**config.mk**
```make
export PLATFORM = sky130hd
export DESIGN_NAME = mem_port_arbiter
export DESIGN_NICKNAME = d
export VERILOG_FILES = /design/src/rtl/mem_arb_pkg.sv /design/src/rtl/arb_age_counter.sv /design/src/rtl/mem_port_arbiter.sv
export SDC_FILE = /design/constraint.sdc
export NUM_CORES = 1
export LEC_CHECK = 0
export ABC_AREA = 1
export BUFFER_PORTS_ARGS = -buffer_cell sky130_fd_sc_hd__buf_2
export CORE_MARGIN = 10
export CORE_UTILIZATION = 30
export CTS_CLUSTER_DIAMETER = 50
export DETAILED_ROUTE_END_ITERATION = 8
export GPL_TIMING_DRIVEN = 0
export HOLD_SLACK_MARGIN = 0.08
export MAX_ROUTING_LAYER = met4
export PLACE_DENSITY = 0.66
export RECOVER_POWER = 50
export SLEW_MARGIN = 15
export SYNTH_ARGS = -nofsm -noshare
export SYNTH_HDL_FRONTEND = slang
export SYNTH_SLANG_ARGS = --single-unit
```
**constraint.sdc**
```tcl
create_clock -name clk -period 3.9 [get_ports clk]
set_input_delay 0.195 -clock clk [delete_from_list [all_inputs] [get_ports clk]]
set_output_delay 0.195 -clock clk [all_outputs]
set_load 0.01 [all_outputs]
```
**src/rtl/mem_arb_pkg.sv**
```systemverilog
// Shared types and default widths for the data-RAM port arbiter.
package mem_arb_pkg;

  localparam int ADDR_W_DEF    = 16;
  localparam int DATA_W_DEF    = 16;
  localparam int MEM_DEPTH_DEF = 1024;
  localparam int MAX_WAIT_DEF  = 4;

  // Sequencer states: arbitrate in IDLE, answer the owner in RESP_*.
  typedef enum logic [1:0] {
    IDLE     = 2'd0,
    RESP_CPU = 2'd1,
    RESP_EXT = 2'd2
  } state_t;

  // Which requester owns the RAM port in the grant cycle.
  typedef enum logic {
    OWN_CPU = 1'b0,
    OWN_EXT = 1'b1
  } owner_t;

endpackage

```
**src/rtl/arb_age_counter.sv**
```systemverilog
// Saturating age counter: counts how many contests the ext port has lost
// in a row, so it can be promoted once the count reaches MAX_WAIT.
module arb_age_counter #(
  parameter int MAX_WAIT = 4,
  parameter int CNT_W    = $clog2(MAX_WAIT + 1)
) (
  input  logic             clk,
  input  logic             rst,
  input  logic             inc_i,
  input  logic             clr_i,
  output logic [CNT_W-1:0] cnt_o,
  output logic             sat_o
);

  logic [CNT_W-1:0] cnt_q;
  logic [CNT_W-1:0] cnt_d;

  assign sat_o = (cnt_q == CNT_W'(MAX_WAIT));
  assign cnt_o = cnt_q;

  // Next count: clear wins over increment, increment stops at MAX_WAIT.
  always_comb begin
    cnt_d = cnt_q;
    if (clr_i)                cnt_d = '0;
    else if (inc_i && !sat_o) cnt_d = cnt_q + 1'b1;
  end

  // Counter register with synchronous reset.
  always_ff @(posedge clk) begin
    if (rst) cnt_q <= '0;
    else     cnt_q <= cnt_d;
  end

endmodule

```
**src/rtl/mem_port_arbiter.sv**
```systemverilog
// Two-requester arbiter/sequencer for the single-port data RAM behind the
// memory stage. Requester 0 is the CPU memory stage, requester 1 the
// external loader port. Each access takes a grant cycle (IDLE) followed by
// a response cycle (RESP_*), and the CPU is stalled until its done pulse.
module mem_port_arbiter
  import mem_arb_pkg::*;
#(
  parameter int ADDR_W    = ADDR_W_DEF,
  parameter int DATA_W    = DATA_W_DEF,
  parameter int MEM_DEPTH = MEM_DEPTH_DEF,
  parameter int MAX_WAIT  = MAX_WAIT_DEF
) (
  input  logic              clk,
  input  logic              rst,
  // CPU memory stage (requester 0)
  input  logic              cpu_req,
  input  logic              cpu_we,
  input  logic [ADDR_W-1:0] cpu_addr,
  input  logic [DATA_W-1:0] cpu_wdata,
  output logic [DATA_W-1:0] cpu_rdata,
  output logic              cpu_done,
  output logic              cpu_err,
  output logic              stall,
  // External loader / IO port (requester 1)
  input  logic              ext_req,
  input  logic              ext_we,
  input  logic [ADDR_W-1:0] ext_addr,
  input  logic [DATA_W-1:0] ext_wdata,
  output logic [DATA_W-1:0] ext_rdata,
  output logic              ext_done,
  output logic              ext_err,
  // RAM port
  output logic              mem_en,
  output logic              mem_we,
  output logic [ADDR_W-1:0] mem_addr,
  output logic [DATA_W-1:0] mem_wdata,
  input  logic [DATA_W-1:0] mem_rdata
);

  localparam int CNT_W = $clog2(MAX_WAIT + 1);
  // Depth widened by one bit so MEM_DEPTH == 2**ADDR_W still compares correctly.
  localparam logic [ADDR_W:0] DEPTH_EXT = (ADDR_W + 1)'(MEM_DEPTH);

  state_t state_q, state_d;
  logic   we_q,  we_d;
  logic   err_q, err_d;
  logic [DATA_W-1:0] cpu_hold_q, ext_hold_q;

  logic idle, resp_cpu, resp_ext;
  logic cpu_win, ext_win, grant;
  owner_t owner;
  logic              sel_we;
  logic [ADDR_W-1:0] sel_addr;
  logic [DATA_W-1:0] sel_wdata;
  logic              sel_in_range;
  logic              age_sat;
  logic [CNT_W-1:0]  wait_cnt;

  // Nothing is granted or answered while reset is held.
  assign idle     = (state_q == IDLE)     && !rst;
  assign resp_cpu = (state_q == RESP_CPU) && !rst;
  assign resp_ext = (state_q == RESP_EXT) && !rst;

  // CPU has priority unless the ext port has aged out while still asking.
  assign cpu_win = idle && cpu_req && !(ext_req && age_sat);
  assign ext_win = idle && ext_req && !cpu_win;
  assign grant   = cpu_win || ext_win;
  assign owner   = ext_win ? OWN_EXT : OWN_CPU;

  arb_age_counter #(
    .MAX_WAIT (MAX_WAIT),
    .CNT_W    (CNT_W)
  ) u_age (
    .clk   (clk),
    .rst   (rst),
    .inc_i (idle && ext_req && cpu_win),
    .clr_i (idle && (ext_win || !ext_req)),
    .cnt_o (wait_cnt),
    .sat_o (age_sat)
  );

  // Grant mux: route the winner's request onto the RAM port in the grant cycle.
  always_comb begin
    sel_we    = cpu_we;
    sel_addr  = cpu_addr;
    sel_wdata = cpu_wdata;
    if (owner == OWN_EXT) begin
      sel_we    = ext_we;
      sel_addr  = ext_addr;
      sel_wdata = ext_wdata;
    end
    sel_in_range = ({1'b0, sel_addr} < DEPTH_EXT);
  end

  // Out-of-range accesses never touch the RAM; the bus idles at zero.
  assign mem_en    = grant && sel_in_range;
  assign mem_we    = mem_en && sel_we;
  assign mem_addr  = mem_en ? sel_addr  : '0;
  assign mem_wdata = mem_en ? sel_wdata : '0;

  // Next-state logic: one grant cycle, one response cycle, back to IDLE.
  always_comb begin
    state_d = IDLE;
    we_d    = we_q;
    err_d   = err_q;
    if (state_q == IDLE) begin
      if (cpu_win)      state_d = RESP_CPU;
      else if (ext_win) state_d = RESP_EXT;
      if (grant) begin
        we_d  = sel_we;
        err_d = !sel_in_range;
      end
    end
  end

  // Sequencer state and the access attributes latched at grant.
  always_ff @(posedge clk) begin
    if (rst) begin
      state_q <= IDLE;
      we_q    <= 1'b0;
      err_q   <= 1'b0;
    end else begin
      state_q <= state_d;
      we_q    <= we_d;
      err_q   <= err_d;
    end
  end

  // Read-data hold registers: only successful loads refresh them.
  always_ff @(posedge clk) begin
    if (rst) begin
      cpu_hold_q <= '0;
      ext_hold_q <= '0;
    end else begin
      if (resp_cpu && !err_q && !we_q) cpu_hold_q <= mem_rdata;
      if (resp_ext && !err_q && !we_q) ext_hold_q <= mem_rdata;
    end
  end

  // Read-data outputs: live RAM data on a load response, zero on error, else held.
  always_comb begin
    cpu_rdata = cpu_hold_q;
    ext_rdata = ext_hold_q;
    if (rst) begin
      cpu_rdata = '0;
      ext_rdata = '0;
    end else begin
      if (resp_cpu) begin
        if (err_q)      cpu_rdata = '0;
        else if (!we_q) cpu_rdata = mem_rdata;
      end
      if (resp_ext) begin
        if (err_q)      ext_rdata = '0;
        else if (!we_q) ext_rdata = mem_rdata;
      end
    end
  end

  assign cpu_done = resp_cpu;
  assign cpu_err  = resp_cpu && err_q;
  assign ext_done = resp_ext;
  assign ext_err  = resp_ext && err_q;
  assign stall    = cpu_req && !cpu_done;

endmodule

```
==> results.md, run 1 <==
* Synthesized flop and latch total at 39
* Clock sink total at 39
* PortBufs at 150
* Clock Power Share at 40.2%
* Synth area leader: dfxtp_1
* Combinational share of power at 18.2%
* Crit path max-delay family: buffers and inverters
* Detailed-route wire length per cell at 12.9 um
* Worst EP arrival at 2.49 ns
* DP Area at 3440 sq um
* Root Buffer: clkbuf_8
* RSZ-0062 raised after global routing: no
* Starting Density at 31.0%
* Detailed placement HPWL at 7530 um
* GPL Wtd Cong at 0.844
* Yosys warning total at 0
* Post-synthesis sequential area ratio at 30.7%
* Total grt overflow at 0
* Fin area at 3550 sq um
* Largest cells by area after synthesis: dfxtp_1, nand2_1, a21oi_1, nor2_2, inv_1
* Max H-tree Level at 2
* Peak supply drop at 0.225 mV
* Routed Antenna Nets at 0
* Period utilization at 68.9%
* Num CTS Buffers at 5
* Switching share of power at 25.8%
* DIE WIDTH at 112 um
* Final Worst Setup Slack at 1.21 ns
* Layout cell share with drive strength beyond 1 at 33.4%
* Cell Area, Synth at 2540 sq um
* Crit. End Element: output pin
* I/O Pins at 157
* Static Leak at 1.83 nW
* Post-Syn Instances at 429
* Switching power at 0.257 mW
* TNS Setup at 0 ns
* CP Data Required Time at 3.70 ns
* Final Slew Violations at 0
* Dpl ws at 1.89 ns
* Die Ht at 112 um
* Residual DRC at 0
* Final Skew at 0.00623 ns
* Worst Path Max Fanout at 10
* Global-route wire length before repair at 14,200 um
* Fin crit period at 2.69 ns
* Row count at 33
* Hold-fix buffers at CTS at 0
* Vias in the first global route at 3,048
* Util after Layout at 43.2%
* Max stage delay on crit path at 0.38 ns
* Final net count at 679
* Final-report hold violation count at 0
* Max-Cap Viols at 0
* CTS tree: built
* Crit-path cells: inv_1 > nor3_1 > nand2_1 > inv_1 > clkbuf_1 > nand2_1 > a21oi_1 > buf_2
* Syn-to-layout area delta at 39.4%
* Vias per cell at 4.51
* P per Cell Area at 280 nW/um^2
* Seq pwr share at 41.6%
* Synth top area share at 30.7%
* Hold/Removal Path Class: in -> reg
* Total track usage at 13.5%
* Worst path slowest cell: dfxtp_1
* Initial DRC count at 151
* Hold WS at 0.179 ns
* Internal power at 0.738 mW
* Mean Syn Cell Area at 5.93 sq um
* Crit start category: register
* Core footprint at 8220 sq um
* Routed vias at 3,140
* Drt first pass iters at 4
* Die area at 12,600 sq um
* Clock Path Buffers at 2
* Total Routed Length at 8990 um
* CTS clk-pin slew, worst paths at 0.07 ns
* Post-CTS Setup Inserts at 0
* Post-CTS sizing at 0
* F_max at 372 MHz
* Post-layout power at 0.994 mW
* WP buf/inv at 4
* Initial antenna violation count at 0
* Non-filler cells, final at 697
* Antenna Cells at 0
* R2R Setup Slk at 1.85 ns
* Yosys cell types at 28
* Largest net degree at the start of global routing at 14
* Count of final setup violators at 0
* Status: complete, no violations
* Worst skew pair latency at 0.29 ns
* Critical path class: reg -> out
* Number of cells after detailed placement at 689
routing by layer:
metal	up-vias	GRT usage, %	routed length [um]
met5	-	-	0
met4	0	2.28	76
met3	9	3.46	515
met2	96	23.2	4420
met1	1402	15.8	3970
li1	1633	-	-
worst paths after layout:
| check | from | endpoint | depth (start not counted) |
|---|---|---|---|
| min reg2reg | ext_hold_q[14] | ext_hold_q[14] | 2 |
| min | cpu_req | state_q[0] | 3 |
| max | state_q[1] | ext_rdata[5] | 8 |
| max reg2reg | state_q[1] | ext_hold_q[9] | 7 |
sequential cells by signal, summed over array words and instances (netlist names):
name,flops
cpu_hold_q,16
ext_hold_q,16
u_age.cnt_o,3
state_q,2
err_q,1
we_q,1
synth_stat cells, drive strengths merged:
cell and count:
nor4 1, nor3 2, nor2 39, o21bai 1
and3 1, dfxtp 39, buf 17, clkbuf 9
ha 2, clkinv 1, conb 1, nand4 1
nand3 3, nand2 194, nand3b 2, inv 42
o21ai 7, a21oi 67
worst min-delay path, delay by kind of cell:
kind / cells / cell delay, ns
AOI/OAI and AO/OA: 1 / 0.07
and+or+nand+nor: 1 / 0.04
buffers and inverters: 1 / 0.12
cells by family after synthesis:
logic type | Yosys count | synth area share, %
and+or+nand+nor | 243 | 40.2
other | 1 | 0.147
buffers and inverters | 69 | 12.8
AOI/OAI and AO/OA | 75 | 15.2
DFF | 39 | 30.7
adders and majority gates | 2 | 0.984
layout by cell type, fill, tap and decap left out:
cell type | Yosys | layout
nand2_1 | 192 | 194
buf_2 | 5 | 141
a21oi_1 | 67 | 67
dfxtp_1 | 39 | 39
inv_1 | 24 | 27
clkbuf_1 | 9 | 25
nor2_1 | 19 | 19
nor2_2 | 18 | 18
inv_2 | 18 | 15
o21ai_0 | 4 | 6
buf_4 | 8 | 6
conb_1 | 1 | 6
clkbuf_8 | 0 | 5
buf_6 | 4 | 4
nand3_1 | 2 | 2
nor3_1 | 1 | 2
nor2_4 | 2 | 2
nand3b_1 | 2 | 2
ha_1 | 2 | 2
bufinv_16 | 0 | 2
nand3_2 | 1 | 1
o21bai_2 | 1 | 1
o21ai_2 | 1 | 1
nand4_4 | 1 | 1
clkinv_1 | 1 | 1
nor4_1 | 1 | 1
and3_1 | 1 | 1
clkinvlp_4 | 0 | 1
layout make-up:
type                            instances  area (sq um)
Tap cell                              105           131
Inverter                               43           161
Timing Repair Buffer                  150           736
Multi-Input combinational cell        326          1450
Buffer                                 26           154
Clock inverter                          3          67.6
Sequential cell                        39           781
Fill cell                             892          4670
Clock buffer                            5          68.8
power by group through the flow:
stage          clock network, mW  logic, mW  registers, mW
2_1_floorplan                  0      0.107          0.422
3_3_place_gp                   0      0.180          0.423
3_5_place_dp                   0      0.184          0.423
4_1_cts                    0.408      0.184          0.414
5_1_grt                    0.421      0.205          0.415
6_report                   0.399      0.181          0.414
No activity file was read; power rests on OpenSTA's default activity.
==> run 2, diff against run 1 <==
ABC_AREA = 0   (was 1)
PLACE_DENSITY = 0.68   (was 0.66)
clock period = 2.56 ns   (was 3.9 ns; I/O delays follow)
==> results.md, run 2 <==
* Max stage delay on crit path at 0.52 ns (+0.14 ns)
* CP Data Required Time at 2.43 ns (-1.27 ns)
* Worst hold start: mem_rdata[9]
* RSZ-0062 raised after global routing: no
* Max-Cap Viols at 0 (unchanged)
* Critical path class: reg -> out
* # fillers at 796 (-11%)
* Synth Flop Type: dfxtp_1
* Hold/Removal Path Class: in -> reg
* Hold Path Cell Cnt at 3 (unchanged)
* Period utilization at 93.5%
* TNS Setup at 0 ns (unchanged)
* WP buf/inv at 3 (-1)
* Clock sink total at 39 (unchanged)
* Commonest non-fill, non-tap cells in the layout: nand2_1, buf_2, a21oi_1, dfxtp_1, clkbuf_1
* Xor/xnor cell area share of the yosys netlist at 0% (unchanged)
* Worst path slowest cell: dfxtp_1
* I/O Pins at 157 (unchanged)
* Total Routed Length at 8640 um (-3.9%)
* Routed vias at 2,893 (-7.9%)
* Final-report hold violation count at 0 (unchanged)
* Slew @ Worst Pin at 0.549 ns
* FFs w/ async S/R, synth at 0% (unchanged)
* Synth area leader: dfxtp_1
* Post-synthesis sequential area ratio at 33.7% (+3.0 points)
* Status: complete, no violations
* Number of cells after detailed placement at 611 (-11%)
* Largest net degree at the start of global routing at 12 (-2)
* Compound-Gate Fraction of Synth Area at 22.6% (+7.5 points)
* Peak supply drop at 0.169 mV (-25%)
* Worst-case headroom to the max-slew limit at 63.4%
* Commonest non-fill, non-tap cell in the layout: nand2_1
* Critical Path Stages at 7 (-1)
* Worst skew pair latency at 0.30 ns (about the same)
* Residual DRC at 0 (unchanged)
* GPL Wtd Cong at 0.801 (-5.2%)
* DIE WIDTH at 108 um (-3.8%)
* Cell Area, Synth at 2310 sq um (-9.0%)
* Die Ht at 108 um (-3.8%)
* Total grt overflow at 0 (unchanged)
* Detailed placement HPWL at 7120 um (-5.4%)
* Most numerous cell in the Yosys netlist: nand2_1
* Fin area at 3270 sq um (-7.7%)
* Largest cells by area after synthesis: dfxtp_1, nand2_1, a21oi_1, buf_4, clkbuf_1
* CTS clk-pin slew, worst paths at 0.08 ns (about the same)
* Initial antenna violation count at 0 (unchanged)
* Global-route wire length before repair at 13,600 um (-4.4%)
* Vias in the first global route at 2,939 (-3.6%)
* Post-synthesis simple-gate area fraction at 33.6% (-6.6 points)
* Fin crit period at 2.39 ns
* Max H-tree Level at 2 (unchanged)
* DP Area at 3200 sq um (-7.0%)
* EDFF count, synth at 0 (unchanged)
* Yosys cell types at 33 (+18%)
* F_max at 418 MHz
* Post-CTS sizing at 0 (unchanged)
* Static Leak at 1.54 nW (-16%)
* Mux cell area share after synthesis at 0.432% (+0.43 points)
* Clock Path Buffers at 2 (unchanged)
* Yosys warning total at 0 (unchanged)
* CTS tree: built
* Mean Syn Cell Area at 6.47 sq um (+9.0%)
* Commonest cells post-synth: nand2_1, a21oi_1, dfxtp_1
* Post-Synth Adder-Cell Area at 1.08% (+0.097 points)
* RR Startpoint: state_q[1]
* PortBufs at 149 (-0.67%)
* Drt first pass iters at 4 (unchanged)
* Util after Layout at 44.4% (+1.3 points)
* Root Buffer: clkbuf_8
* Vias per cell at 4.68 (+3.9%)
* Antenna Cells at 0 (unchanged)
* Core footprint at 7370 sq um (-10%)
* Worst Path Max Fanout at 10 (unchanged)
* Hold-fix buffers at CTS at 0 (unchanged)
* Num CTS Buffers at 5 (unchanged)
* Worst Reg2Reg Path Length in Cells at 6 (-1)
* P per Cell Area at 393 nW/um^2 (+40%)
* Starting Density at 31.4% (+0.45 points)
* Final Skew at 0.00757 ns (+0.00134 ns)
* Final net count at 607 (-11%)
* Worst EP arrival at 2.27 ns (-0.22 ns)
* Syn-to-layout area delta at 41.4%
* Layout cell share with drive strength beyond 1 at 32.2% (-1.3 points)
* Crit path max-delay family: buffers and inverters
* Routed Antenna Nets at 0 (unchanged)
* Initial DRC count at 72 (-52%)
* Post-layout power at 1.29 mW (+29%)
* Crit-path cells: nor3b_4 > and2_0 > clkbuf_1 > buf_6 > nand2_1 > a21oi_1 > buf_2
* Non-filler cells, final at 618 (-11%)
* Setup crit start: state_q[1]
* Post-CTS Setup Inserts at 0 (unchanged)
* Total track usage at 14.6% (+1.1 points)
* Final Slew Violations at 0 (unchanged)
* Post-Syn Instances at 358 (-17%)
* Largest family of logic cells by synthesized area: simple AND/OR/NAND/NOR gates
* Detailed-route wire length per cell at 14.0 um (+8.4%)
* Row count at 31 (-6.1%)
* Count of final setup violators at 0 (unchanged)
* Crit. End Element: output pin
* Synthesized flop and latch total at 39 (unchanged)
* Die area at 11,600 sq um (-7.4%)
* Synth top area share at 33.7% (+3.0 points)
* Crit start category: register
[run 2: cell count changes after synthesis, sizes merged, moves of 4 or more]
cell	before	now
clkbuf	9	14
a21oi	67	93
nor2	39	6
nand2	194	152
inv	42	6
and2	0	4
[run 2: power breakdown]
group	leakage, nW	switching (mW)	internal [mW]
logic	1.18	0.127	0.101
clock network	0.0470	0.213	0.211
registers	0.316	0.0123	0.622
[run 2: layer usage]
layer	track usage [%]	routed length [um]
met5	-	0
met4	4.29	106
met3	3.41	475
met2	25.9	4530
met1	15.8	3530
[run 2: final timing paths]
check                                      to  slack [ns]
worst min-delay path            cpu_hold_q[9]        0.09
worst max-delay path             ext_rdata[5]        0.17
worst max register to register  ext_hold_q[5]        0.75
worst min register to register  cpu_hold_q[5]        0.46
[run 2: worst reg2reg max path: stages (launching register included)]
cell      delay, ns
dfxtp_1        0.52
nor3b_4        0.36
and2_0         0.17
clkbuf_1       0.29
buf_6          0.19
nand2_1        0.08
a21oi_1        0.13
[run 2: cell type report]
type                            count  area [sq um]  share of cell area, %
Multi-Input combinational cell    289          1360                   41.6
Sequential cell                    39           781                   23.9
Timing Repair Buffer              149           732                   22.4
Buffer                             29           166                   5.08
Tap cell                           99           124                   3.78
Clock buffer                        6          82.6                   2.52
Inverter                            6          22.5                  0.688
Clock inverter                      1          5.00                  0.153
[run 2: stage by stage]
| stage | hold WS (ns) | worst slack [ns] |
|---|---|---|
| after detailed placement | 0.410 | 0.547 |
| after floorplan | 0.268 | 0.857 |
| after global routing | 0.0955 | 0.0497 |
| after global placement | 0.404 | 0.573 |
| final | 0.0937 | 0.166 |
| after CTS | 0.0933 | 0.218 |
[run 2: logic make-up (layout without fill, tap and decap cells)]
group,after synthesis,count (layout)
multiplexers,1,1
buffers and inverters,35,191
flip-flops,39,39
AND/OR/NAND/NOR,178,178
other,1,6
AO/OA/AOI/OAI,102,102
adder cells (fa/ha/maj),2,2
==> run 3, diff against run 2 <==
ABC_AREA = 1   (was 0)
PLACE_DENSITY = 0.66   (was 0.68)
==> results.md, run 3 (synthesis gave the netlist of run 1 again) <==
* Post-CTS Setup Inserts at 0 (unchanged)
* PortBufs at 150 (+0.67%)
* F_max at 443 MHz (+6.0%)
* Worst skew pair latency at 0.29 ns (about the same)
* Clock Path Buffers at 2 (unchanged)
* Worst Path Max Fanout at 10 (unchanged)
* Final Slew Violations at 0 (unchanged)
* Syn-to-layout area delta at 39.8%
* Vias in the first global route at 3,048 (+3.7%)
* Routed vias at 3,136 (+8.4%)
* Final Worst Setup Slack at 0.301 ns (+0.135 ns)
* Commonest non-fill, non-tap cells in the layout: nand2_1, buf_2, a21oi_1, dfxtp_1, inv_1
* Worst hold start: cpu_req
* Drt first pass iters at 4 (unchanged)
* P per Cell Area at 426 nW/um^2 (+8.5%)
* Die area at 12,600 sq um (+8.0%)
* I/O Pins at 157 (unchanged)
* Crit. End Element: output pin
* Max H-tree Level at 2 (unchanged)
* Hold-fix buffers at CTS at 0 (unchanged)
* Hold worst-path end: state_q[0]
* Count of final setup violators at 0 (unchanged)
* Post-layout power at 1.52 mW (+18%)
* Core footprint at 8220 sq um (+11%)
* Most used routing layer: met2
* Num CTS Buffers at 5 (unchanged)
* Worst path slowest cell: dfxtp_1
* Layout cell share with drive strength beyond 1 at 34.3% (+2.1 points)
* GPL Wtd Cong at 0.844 (+5.5%)
* RSZ-0062 raised after global routing: no
* Root Buffer: clkbuf_8
* Routed Antenna Nets at 0 (unchanged)
* Initial DRC count at 151 (+110%)
* Number of cells after detailed placement at 689 (+13%)
* Hold WS at 0.112 ns (+0.0181 ns)
* Vias per cell at 4.50 (-3.9%)
* Crit start category: register
* FF-to-FF End: we_q
* Hold/Removal Path Class: in -> reg
* Row count at 33 (+6.5%)
* R2R Setup Slk at 0.85 ns (+0.10 ns)
* Hold Path Cell Cnt at 3 (unchanged)
* Worst EP arrival at 2.13 ns (-0.14 ns)
* Initial antenna violation count at 0 (unchanged)
* Max-Cap Viols at 0 (unchanged)
* Dpl ws at 0.617 ns (+0.0700 ns)
* Detailed placement HPWL at 7530 um (+5.7%)
* Final-report hold violation count at 0 (unchanged)
* # fillers at 888 (+12%)
* Util after Layout at 43.3% (-1.1 points)
* Antenna Cells at 0 (unchanged)
* Detailed-route wire length per cell at 12.9 um (-7.8%)
* CTS clk-pin slew, worst paths at 0.07 ns (about the same)
* Crit-path cells: inv_1 > nor3_1 > nand2_2 > inv_2 > buf_4 > nand2_1 > a21oi_1 > buf_2
* Status: complete, no violations
* Commonest non-fill, non-tap cell in the layout: nand2_1
* Max stage delay on crit path at 0.38 ns (-0.14 ns)
* Final net count at 679 (+12%)
* Total Routed Length at 8990 um (+4.0%)
* Multi-input combinational cell area at 1450 sq um (+6.5%)
* Static Leak at 1.84 nW (+19%)
* CP Data Required Time at 2.43 ns (about the same)
* Fin area at 3560 sq um (+8.7%)
* Non-filler cells, final at 697 (+13%)
* DIE WIDTH at 112 um (+3.9%)
* TNS Setup at 0 ns (unchanged)
* Residual DRC at 0 (unchanged)
* Worst Reg2Reg Path Length in Cells at 11 (+5)
* Fin crit period at 2.26 ns (-0.135 ns)
* Register area at 781 sq um (unchanged)
* DP Area at 3440 sq um (+7.5%)
* Met3 Usage GRT at 3.46% (+0.048 points)
* Critical path class: reg -> out
* Period utilization at 88.3% (-5.3 points)
* Post-CTS sizing at 0 (unchanged)
* RR Startpoint: u_age.cnt_o[0]
* Global-route wire length before repair at 14,200 um (+4.6%)
* Met1 Track Usage GR at 15.8% (-0.036 points)
* Largest net degree at the start of global routing at 14 (+2)
* Peak supply drop at 0.342 mV (+100%)
* Final Skew at 0.00560 ns (-0.00198 ns)
* CTS tree: built
* Die Ht at 112 um (+3.9%)
* GRT met2 Usage at 23.2% (-2.7 points)
* Total grt overflow at 0 (unchanged)
* Total track usage at 13.5% (-1.1 points)
* Clock sink total at 39 (unchanged)
* Starting Density at 31.0% (-0.45 points)
-- run 3: critical path, delay by kind of cell (launching register included) --
kind,cells,cell delay (ns)
AND/OR/NAND/NOR,3,0.68
flip-flops,1,0.38
AO/OA/AOI/OAI,1,0.19
buffers and inverters,4,0.60
-- run 3: metal layers --
layer	vias to the layer above	wire, um	share of wire, %
li1	1634	-	-
met1	1406	3990	44
met2	87	4440	49
met3	9	482	5.4
met4	0	76	0.85
met5	-	0	0
-- run 3: how the worst max path moves through the flow --
| stage | start | end | slack, ns | depth (start not counted) |
|---|---|---|---|---|
| 2_1_floorplan | u_age.cnt_o[0] | mem_wdata[14] | 0.90 | 10 |
| 3_3_place_gp | u_age.cnt_o[0] | mem_wdata[14] | 0.70 | 11 |
| 3_5_place_dp | u_age.cnt_o[0] | mem_wdata[4] | 0.62 | 11 |
| 4_1_cts | u_age.cnt_o[0] | mem_wdata[4] | 0.29 | 11 |
| 5_1_grt | state_q[1] | ext_rdata[14] | 0.1 | 8 |
| 6_report | state_q[1] | ext_rdata[5] | 0.30 | 8 |
-- run 3: cell type report --
class | instances | area share, %
multi-input cells | 326 | 40.7
clock inverters | 3 | 1.90
flip-flops and latches | 39 | 21.9
inverters | 43 | 4.54
plain buffers | 26 | 4.54
clock buffers | 5 | 1.93
well taps | 105 | 3.69
repair buffers | 150 | 20.7
-- run 3: power by group --
group / internal (mW) / total [mW] / switching [mW]
registers: 0.621 / 0.630 / 0.00919
logic: 0.115 / 0.278 / 0.163
clock network: 0.389 / 0.609 / 0.221
